==> config.mk <==
export PLATFORM = sky130hd
export DESIGN_NAME = lif_tdm_scheduler_flat
export DESIGN_NICKNAME = d
export VERILOG_FILES = /design/src/rtl/lif_pkg.sv /design/src/rtl/lif_tdm_scheduler_if.sv /design/src/rtl/lif_tdm_scheduler_core.sv /design/src/rtl/lif_tdm_scheduler.sv /design/src/flat_wrapper.sv
export SDC_FILE = /design/constraint.sdc
export NUM_CORES = 1
export LEC_CHECK = 0
export CORE_ASPECT_RATIO = 1.1
export CORE_UTILIZATION = 25
export CTS_BUF_LIST = sky130_fd_sc_hd__clkbuf_4 sky130_fd_sc_hd__clkbuf_8
export DETAILED_ROUTE_END_ITERATION = 6
export SLEW_MARGIN = 20
export SYNTH_ARGS = -nofsm -noshare
export SYNTH_HDL_FRONTEND = slang
export SYNTH_SLANG_ARGS = --single-unit
==> constraint.sdc <==
create_clock -name clk -period 2.5 [get_ports clk]
set_input_delay 0.5 -clock clk [delete_from_list [all_inputs] [get_ports clk]]
set_output_delay 0.5 -clock clk [all_outputs]
set_load 0.02 [all_outputs]
==> src/rtl/lif_pkg.sv <==
// Shared defaults and FSM encoding for the time-multiplexed LIF neuron scheduler.
package lif_pkg;

   localparam int LIF_N_NEURONS  = 4;
   localparam int LIF_WIDTH      = 8;
   localparam int LIF_THRESHOLD  = 128;
   localparam int LIF_LEAK_SHIFT = 1;

   typedef enum logic [1:0] {
      ST_IDLE   = 2'd0,
      ST_FETCH  = 2'd1,
      ST_COMMIT = 2'd2,
      ST_DONE   = 2'd3
   } lif_state_t;

   // Index width for a slot count; a single-slot build still needs one bit.
   function automatic int lif_addr_w(input int n);
      return (n > 1) ? $clog2(n) : 1;
   endfunction

endpackage

==> src/rtl/lif_tdm_scheduler_if.sv <==
// Control, configuration and readback signals of the LIF scheduler.
interface lif_tdm_scheduler_if
   import lif_pkg::*;
#(
   parameter int N_NEURONS = LIF_N_NEURONS,
   parameter int WIDTH     = LIF_WIDTH
);
   localparam int AW = lif_addr_w(N_NEURONS);

   logic                 tick;
   logic [WIDTH-1:0]     ext_current;
   logic                 cfg_we;
   logic [AW-1:0]        cfg_addr;
   logic                 cfg_src;
   logic [AW-1:0]        rd_addr;
   logic [WIDTH-1:0]     rd_data;
   logic                 busy;
   logic                 done;
   logic [N_NEURONS-1:0] spikes;
   logic                 overrun;

   modport master (
      output tick, ext_current, cfg_we, cfg_addr, cfg_src, rd_addr,
      input  rd_data, busy, done, spikes, overrun
   );

   modport slave (
      input  tick, ext_current, cfg_we, cfg_addr, cfg_src, rd_addr,
      output rd_data, busy, done, spikes, overrun
   );

endinterface

==> src/rtl/lif_tdm_scheduler_core.sv <==
// Leak / integrate / threshold / saturate datapath for one neuron update.
module lif_core
   import lif_pkg::*;
#(
   parameter int WIDTH      = LIF_WIDTH,
   parameter int THRESHOLD  = LIF_THRESHOLD,
   parameter int LEAK_SHIFT = LIF_LEAK_SHIFT
) (
   input  logic [WIDTH-1:0] state,
   input  logic [WIDTH-1:0] current,
   output logic             spike,
   output logic [WIDTH-1:0] next_state
);

   logic [WIDTH:0]   sum;
   logic [WIDTH-1:0] leaked;
   logic [WIDTH-1:0] sat;

   assign leaked = state >> LEAK_SHIFT;
   assign sum    = {1'b0, current} + {1'b0, leaked};
   // Threshold compared one bit wider so a THRESHOLD of 2^WIDTH never fires.
   assign spike  = ({1'b0, state} >= (WIDTH + 1)'(THRESHOLD));
   assign sat    = sum[WIDTH] ? {WIDTH{1'b1}} : sum[WIDTH-1:0];

   assign next_state = spike ? '0 : sat;

endmodule

==> src/rtl/lif_tdm_scheduler.sv <==
// Sweeps N LIF neurons through one shared lif_core, one slot per FETCH/COMMIT pair.
//
// state  | meaning
// IDLE   | waiting for tick; cfg writes accepted
// FETCH  | register state[slot] and its input current
// COMMIT | write back updated state, record spike bit, advance slot
// DONE   | one-cycle done pulse, spikes already updated
module lif_tdm_scheduler
   import lif_pkg::*;
#(
   parameter int N_NEURONS  = LIF_N_NEURONS,
   parameter int WIDTH      = LIF_WIDTH,
   parameter int THRESHOLD  = LIF_THRESHOLD,
   parameter int LEAK_SHIFT = LIF_LEAK_SHIFT
) (
   input  logic                clk,
   input  logic                rst_n,
   lif_tdm_scheduler_if.slave  bus
);

   localparam int            AW        = lif_addr_w(N_NEURONS);
   localparam logic [AW-1:0] LAST_SLOT = AW'(N_NEURONS - 1);

   lif_state_t           state_q;
   logic [AW-1:0]        slot_q;
   logic [AW-1:0]        prev_slot;
   logic [WIDTH-1:0]     ext_reg;
   logic [WIDTH-1:0]     mem_q [N_NEURONS];
   logic [N_NEURONS-1:0] src_sel;
   logic [N_NEURONS-1:0] sweep_vec;
   logic [N_NEURONS-1:0] sweep_next;
   logic [N_NEURONS-1:0] spikes_q;
   logic                 overrun_q;
   logic [WIDTH-1:0]     cur_state_q;
   logic [WIDTH-1:0]     cur_current_q;
   logic [WIDTH-1:0]     slot_current;
   logic                 core_spike;
   logic [WIDTH-1:0]     core_next;

   // Chained slots read the neighbour as stored now, so slot 0 sees last sweep's final slot.
   assign prev_slot    = (slot_q == '0) ? LAST_SLOT : slot_q - AW'(1);
   assign slot_current = src_sel[slot_q] ? mem_q[prev_slot] : ext_reg;

   always_comb begin
      sweep_next         = sweep_vec;
      sweep_next[slot_q] = core_spike;
   end

   lif_core #(
      .WIDTH      (WIDTH),
      .THRESHOLD  (THRESHOLD),
      .LEAK_SHIFT (LEAK_SHIFT)
   ) u_core (
      .state      (cur_state_q),
      .current    (cur_current_q),
      .spike      (core_spike),
      .next_state (core_next)
   );

   always_ff @(posedge clk) begin
      if (!rst_n) begin
         state_q       <= ST_IDLE;
         slot_q        <= '0;
         ext_reg       <= '0;
         src_sel       <= '0;
         sweep_vec     <= '0;
         spikes_q      <= '0;
         overrun_q     <= 1'b0;
         cur_state_q   <= '0;
         cur_current_q <= '0;
         for (int i = 0; i < N_NEURONS; i++) mem_q[i] <= '0;
      end else begin
         if (bus.tick && (state_q != ST_IDLE)) overrun_q <= 1'b1;
         case (state_q)
            ST_IDLE: begin
               if (bus.cfg_we) src_sel[bus.cfg_addr] <= bus.cfg_src;
               if (bus.tick) begin
                  ext_reg <= bus.ext_current;
                  slot_q  <= '0;
                  state_q <= ST_FETCH;
               end
            end
            ST_FETCH: begin
               cur_state_q   <= mem_q[slot_q];
               cur_current_q <= slot_current;
               state_q       <= ST_COMMIT;
            end
            ST_COMMIT: begin
               mem_q[slot_q] <= core_next;
               sweep_vec     <= sweep_next;
               if (slot_q == LAST_SLOT) begin
                  spikes_q <= sweep_next;
                  state_q  <= ST_DONE;
               end else begin
                  slot_q  <= slot_q + AW'(1);
                  state_q <= ST_FETCH;
               end
            end
            default: state_q <= ST_IDLE;
         endcase
      end
   end

   assign bus.rd_data = mem_q[bus.rd_addr];
   assign bus.busy    = (state_q != ST_IDLE);
   assign bus.done    = (state_q == ST_DONE);
   assign bus.spikes  = spikes_q;
   assign bus.overrun = overrun_q;

endmodule

==> src/flat_wrapper.sv <==
// flat-port wrapper written by rule: the top's interface ports become plain ports
module lif_tdm_scheduler_flat import lif_pkg::*;
#(
   parameter int N_NEURONS  = LIF_N_NEURONS,
   parameter int WIDTH      = LIF_WIDTH,
   parameter int THRESHOLD  = LIF_THRESHOLD,
   parameter int LEAK_SHIFT = LIF_LEAK_SHIFT
)
  (clk, rst_n, bus_tick, bus_ext_current, bus_cfg_we, bus_cfg_addr, bus_cfg_src, bus_rd_addr, bus_rd_data, bus_busy, bus_done, bus_spikes, bus_overrun);
  lif_tdm_scheduler_if #(.N_NEURONS(N_NEURONS), .WIDTH(WIDTH)) bus_i ();
  input  logic clk;
  input  logic rst_n;
  input wire logic [$bits(bus_i.tick)-1:0] bus_tick;
  input wire logic [$bits(bus_i.ext_current)-1:0] bus_ext_current;
  input wire logic [$bits(bus_i.cfg_we)-1:0] bus_cfg_we;
  input wire logic [$bits(bus_i.cfg_addr)-1:0] bus_cfg_addr;
  input wire logic [$bits(bus_i.cfg_src)-1:0] bus_cfg_src;
  input wire logic [$bits(bus_i.rd_addr)-1:0] bus_rd_addr;
  output wire logic [$bits(bus_i.rd_data)-1:0] bus_rd_data;
  output wire logic [$bits(bus_i.busy)-1:0] bus_busy;
  output wire logic [$bits(bus_i.done)-1:0] bus_done;
  output wire logic [$bits(bus_i.spikes)-1:0] bus_spikes;
  output wire logic [$bits(bus_i.overrun)-1:0] bus_overrun;
  assign bus_i.tick = bus_tick;
  assign bus_i.ext_current = bus_ext_current;
  assign bus_i.cfg_we = bus_cfg_we;
  assign bus_i.cfg_addr = bus_cfg_addr;
  assign bus_i.cfg_src = bus_cfg_src;
  assign bus_i.rd_addr = bus_rd_addr;
  assign bus_rd_data = bus_i.rd_data;
  assign bus_busy = bus_i.busy;
  assign bus_done = bus_i.done;
  assign bus_spikes = bus_i.spikes;
  assign bus_overrun = bus_i.overrun;
  lif_tdm_scheduler #(.N_NEURONS(N_NEURONS), .WIDTH(WIDTH), .THRESHOLD(THRESHOLD), .LEAK_SHIFT(LEAK_SHIFT)) u_core (.clk(clk), .rst_n(rst_n), .bus(bus_i));
endmodule
---- Yosys cells after proc, flatten, opt, wreduce, memory -nomap -nowiden ----
Memory sizes are Yosys's and may differ from the RTL's. A register that Yosys moved wholly into a read port is not among the register bits.
Cells that the tools add are included.
word-level totals
  bits in read-only memories .............. 0
  memories ................................ 1
  register bits ........................... 33
  bits in writable memories ............... 32
  latch bits .............................. 0
  logic and storage cells ................. 61
memories
  name          words  bits a word  read ports  clocked after memory_dff  write ports  line                     text
  u_core.mem_q  4      8            3           1                         4            lif_tdm_scheduler.sv:28  logic [WIDTH-1:0] mem_q [N_NEURONS];
cells by class
  add/subtract/negate cells ............... 3
  bitwise gates (word level) .............. 0
  eq/ne operators ......................... 6
  $lt $le $gt $ge ......................... 5
  muxes and demuxes ....................... 25
  shift-type cells ........................ 0
  multiply operators ...................... 0
  div/mod/pow operators ................... 0
  reduce and logical (&&, ||, !) cells .... 13
operator list
  kind                                                                                 count
  8-bit two-way mux                                                                    4
  2-bit two-way mux                                                                    6
  8-bit by 7-bit adder with 9-bit output                                               1
  4-bit bitwise mux                                                                    2
  8-bit greater-or-equal comparator, second input constant                             1
  1-bit two-way mux                                                                    8
  8-bit OR reduction                                                                   1
  2-bit == test, second input constant                                                 3
  2-bit by 3-bit < comparator with 1-bit output, second input constant                 2
  2-bit case mux with 3 select lines                                                   1
  2-bit AND reduction                                                                  3
  1-bit demux with 2-bit select                                                        2
  2-bit by 1-bit greater-or-equal comparator with 1-bit output, second input constant  2
  2-bit logical NOT                                                                    2
  2-bit inequality test, second input constant                                         2
  2-bit case mux with 2 select lines                                                   1
  2-bit nonzero test                                                                   2
  1-bit logical AND                                                                    3
  3-bit AND reduction                                                                  1
  2-bit by 1-bit adder with 2-bit output, second input constant                        1
  1-bit binary-select mux with 2-bit select                                            1
  2-bit by 1-bit == test with 1-bit output, second input constant                      1
  2-bit by 1-bit subtractor with 2-bit output, second input constant                   1
  1-bit logical NOT                                                                    1

---- Logic depth before layout (Yosys ltp) ----
Gate-level depths: netlist (run 1).
  depth in word-level cells ............... 6
  depth in mapped cells ................... 7
  depth with buffers taken out ............ 7

---- Modules after synthesis ----
From an unflattened synthesis (run 1), not the netlist that was laid out.
unflattened totals
  cell total of the unflattened synthesis .. 356
  area, all modules ....................... 3,980.1 µm²
by module, submodules not included
  module             area each (µm²)  cells each  times used
  lif_tdm_scheduler  3,585.9          308         1
  lif_core           394.1            48          1

---- Least setup slack after synthesis (run 1) ----
Ideal clock, no wire load.
  path kind ............................... flip-flop to flip-flop
  start point ............................. register u_core.cur_current_q[0]
  end point ............................... memory u_core.mem_q[0][6] (netlist bit) (data pin)
  arrival ................................. 1.886 ns
  path slack .............................. 0.327 ns
  stages on the path, launching flop included .. 8
  cell sequence ........................... dfxtp_1 -> ha_1 -> fa_1 -> nand3_1 -> and2_1 -> o21ai_1 -> a2111oi_1 -> nor4_1
RTL lines
  item                    line                     text
  start, declared         lif_tdm_scheduler.sv:35  logic [WIDTH-1:0] cur_current_q;
  start signal, assigned  lif_tdm_scheduler.sv:85  cur_current_q <= slot_current;
  end, declared           lif_tdm_scheduler.sv:28

---- Worst setup path after layout (run 1) ----
  start point ............................. input bus_rd_addr[1]
  end point ............................... output bus_rd_data[2]
between the ends
  word-level cells in the longest chain between the ends .. 1
RTL lines
  item                   line                text
  start, declared        flat_wrapper.sv:18  input wire logic [$bits(bus_i.rd_addr)-1:0] bus_rd_addr;
  memory read 4 x 8 bit  n/a
  end, declared          flat_wrapper.sv:19  output wire logic [$bits(bus_i.rd_data)-1:0] bus_rd_data;
Every way passes these cells.

==> run_results.csv, run 1 <==
group,metric,value,unit
cells_and_area,multi_input_area,0.00182,mm²
synth,synth_compound_area_frac,0.0998,
cts,ctsHoldBuffers,0,
synth,synth_top_family_by_area,"multiplexers",
sta,min_period,2.46,ns
sta,rsz0062_at_grt,"false",
placed_design,dp_hpwl,7050,µm
sta,setup_tns,0,ns
critical_path,cp_data_arrival_time,1.96,ns
critical_path,path_max_fanout,8,
critical_path,crit_type,"in2out",
cells_and_area,fillers,1480,
routing,num_vias,2754,
synth,syn_avg_cell_area,10.6,µm²
routing,drcViolationCount,0,
critical_path,cpMaxStageDelayCell,"clkdlybuf4s50_1",
power,vdd_drop_max,247,µV
sta,fin_skew,0.00876,ns
global_route,grt_pass1_vias,2712,
global_route,grt_usage,0.127,
cells_and_area,ff_latch_area,0.00174,mm²
synth,synth_area_leader_cell,"edfxtp_1",
worst_hold_path,holdCritPathClass,"reg2reg",
critical_path,rr_worst_depth,8,
synth,synthCells,345,
sta,slew_viol_final,0,
critical_path,r2r_end,"u_core.mem_q[1][6]$_SDFFCE_PN0P_",
synth,synthMuxAreaShare,0.175,
synth,syn_area,0.00367,mm²
routing,drt_wl_total,9270,µm
synth,synth_most_common_cell,"nand2_1",
power,p_per_area,557,mW/mm²
cts,clkTransAtPathRegs,0.07,ns
global_route,overflow,0,
worst_hold_path,min_to,"u_core.cur_current_q[5]$_SDFFE_PN0N_",
sta,fin_crit_sh,0.984,
placed_design,place.gp.congestion,0.855,
power,p_total,2490,µW
cts,clock_sinks,71,
cells_and_area,design.final.nets,415,
power,power_leakage,0.00158,µW
cts,clk_latency,0.36,ns
synth,synth-simple-area-share,0.174,
die,die_w,118,µm
cts,tritoncts,"yes",
die,core,0.0144,mm²
worst_hold_path,hp-start,"u_core.cur_current_q[5]$_SDFFE_PN0N_",
die,rows,46,
global_route,antenna_found_initial,0,
routing,drt_first_pass_iters,4,
critical_path,critPathRequiredTime,2.00,ns
placed_design,portBuffers,31,
worst_hold_path,min_path_cells,2,
sta,max_freq,406,MHz
die,die-area,0.0152,mm²
synth,synth_commonest_cells,"nand2_1, nor2_1, dfxtp_1",
sta,final-hold-violation-count,0,
synth,seq_area_frac_synth,0.474,
synth,synth_edf_count,32,
routing,drt_iter0_drc,210,
sta,relSlewSlack,0.651,
cts,root_buffer,"clkbuf_8",
critical_path,ff2ff_setup_slack,0.30,ns
synth,yosys_register_bits,71,
synth,ys_top_cells_by_area,"edfxtp_1, dfxtp_1, mux4_2, nand2_1, nor2_1",
cells_and_area,drive_gt1_frac,0.189,
critical_path,r2r_start,"u_core.cur_current_q[0]$_SDFFE_PN0N_",
global_route,grt_first_pass_wirelength,14500,µm
synth,synth_warnings,0,
routing,vias_per_cell,4.72,
sta,worst_slew_pin_slew,0.520,ns
cells_and_area,area_growth,21.6,%
critical_path,start_kind,"input port",
die,dieHeight,129,µm
synth,synth-xor-area-share,0.00477,
cells_and_area,largest_reg_flops,32,
critical_path,worstPathCellList,"clkdlybuf4s50_1 > buf_12 > mux4_2 > clkdlybuf4s15_2",
cts,cts_buffer_depth,2,
synth,yosys_most_used_dff,"dfxtp_1",
routing,wl_per_cell,15.9,µm
synth,syn-num-nets,374,
run_status,status,"completed",
critical_path,end_kind,"output port",
cts,cts_made_buffers,9,
synth,synth.distinct_cells,48,
run,drv_cap,0,
die,start_util,0.255,
sta,setup_viol,0,
routing,ant_nets,0,
synth,synthAdderAreaFrac,0.0429,
cts,htreeDepth,3,
die,num_io_pins,32,
cells_and_area,n_antenna_cell,0,
synth,synth-async-reset-ratio,0,
critical_path,cp_slowest_stage_delay,0.52,ns
synth,yosysTopAreaCellShare,0.262,
global_route,grt_max_degree,34,
## worst max-delay path by stage
| stage | startpoint | end | slack [ns] | cells after the start |
|---|---|---|---|---|
| 2_1_floorplan | u_core.cur_current_q[0]$_SDFFE_PN0N_ | u_core.mem_q[0][6]$_SDFFCE_PN0P_ | 0.33 | 7 |
| 3_5_place_dp | bus_rd_addr[1] | bus_rd_data[2] | -0.25 | 4 |
| 6_report | bus_rd_addr[1] | bus_rd_data[2] | 0.04 | 4 |
| 4_1_cts | bus_rd_addr[1] | bus_rd_data[4] | 0.01 | 4 |
| 3_3_place_gp | bus_rd_addr[1] | bus_rd_data[0] | -0.21 | 4 |
| 5_1_grt | bus_rd_addr[1] | bus_rd_data[6] | 0.0007 | 4 |
## cells by family (layout without fill, tap and decap cells)
group | after synthesis | in the layout
XOR/XNOR | 2 | 2
AND/OR/NAND/NOR | 144 | 144
buffers and inverters | 26 | 72
AO/OA/AOI/OAI | 56 | 56
adder cells (fa/ha/maj) | 12 | 12
multiplexers | 34 | 34
flip-flops | 71 | 71
## what timing repair did
action / 4_1_cts / 5_1_grt
hold endpoints to repair: 0 / 0
gates resized for setup: 16 / 5
setup buffers: 0 / 0
endpoints found under the setup margin: 8 / 5
## per-stage QoR
step	hold WS, ns	utilization	std cells	cell area [µm²]	setup slack, ns
2_1_floorplan	0.422	-	345	3670	0.327
3_3_place_gp	0.435	0.299	567	4300	-0.212
3_5_place_dp	0.442	0.299	567	4300	-0.247
4_1_cts	0.453	0.312	583	4490	0.0149
5_1_grt	0.474	0.310	583	4460	0.000717
6_report	0.450	0.310	583	4460	0.0390
## cells in the final DEF (no fill, tap or decap), types with 2 or more instances in the layout
| cell type | Yosys | final |
|---|---|---|
| a211oi_1 | 5 | 5 |
| a21o_1 | 3 | 3 |
| a21oi_1 | 23 | 23 |
| a22oi_1 | 10 | 10 |
| and2_1 | 4 | 4 |
| and3b_1 | 2 | 2 |
| buf_4 | 0 | 19 |
| clkbuf_2 | 0 | 5 |
| clkbuf_8 | 0 | 9 |
| clkdlybuf4s50_1 | 0 | 23 |
| clkinv_2 | 0 | 2 |
| clkinvlp_4 | 0 | 3 |
| dfxtp_1 | 39 | 39 |
| edfxtp_1 | 32 | 32 |
| ha_1 | 11 | 11 |
| inv_1 | 3 | 3 |
| inv_2 | 2 | 2 |
| mux2i_1 | 9 | 9 |
| mux4_2 | 24 | 24 |
| nand2_1 | 63 | 63 |
| nand3_1 | 6 | 6 |
| nor2_1 | 49 | 49 |
| nor4_1 | 4 | 4 |
| o21ai_0 | 2 | 2 |
| o21bai_1 | 2 | 2 |
| o31ai_1 | 4 | 4 |
| or3_1 | 4 | 4 |
## routing by layer
| metal | GRT usage | routed length, µm | part of all wire |
|---|---|---|---|
| met1 | 0.151 | 4080 | 0.44 |
| met2 | 0.218 | 4560 | 0.49 |
| met3 | 0.0348 | 411 | 0.044 |
| met4 | 0.0535 | 214 | 0.023 |
| met5 | 0 | 0 | 0 |
## critical path: cells and delay by family
kind     cells  cell delay [ns]
mux          1             0.52
buf+inv      3             0.94
## cell type report
type	instances	share of cell area
tap	192	0.0538
inverter	5	0.00420
clock inverter	6	0.0140
sequential	71	0.390
clock buffer	10	0.0294
multi-input combinational	248	0.408
timing repair buffer	51	0.100
## where the power goes
part | leakage [µW] | switching [µW] | total (µW) | internal (µW)
Clock | 0.0000917 | 440 | 907 | 467
Sequential | 0.000648 | 33.3 | 1290 | 1250
Combinational | 0.000843 | 158 | 291 | 133
Total | 0.00158 | 631 | 2490 | 1850
Note: power is estimated with default switching activity, not from simulation.
==> run 2: changes to the inputs <==
--- a/config.mk
+++ b/config.mk
@@ -9,6 +9,7 @@
 export CORE_UTILIZATION = 25
 export CTS_BUF_LIST = sky130_fd_sc_hd__clkbuf_4 sky130_fd_sc_hd__clkbuf_8
 export DETAILED_ROUTE_END_ITERATION = 6
+export GPL_TIMING_DRIVEN = 1
 export SLEW_MARGIN = 20
 export SYNTH_ARGS = -nofsm -noshare
 export SYNTH_HDL_FRONTEND = slang
==> results of run 2 <==
Same layout as run 1: the final DEF is identical, and so are final timing and power.
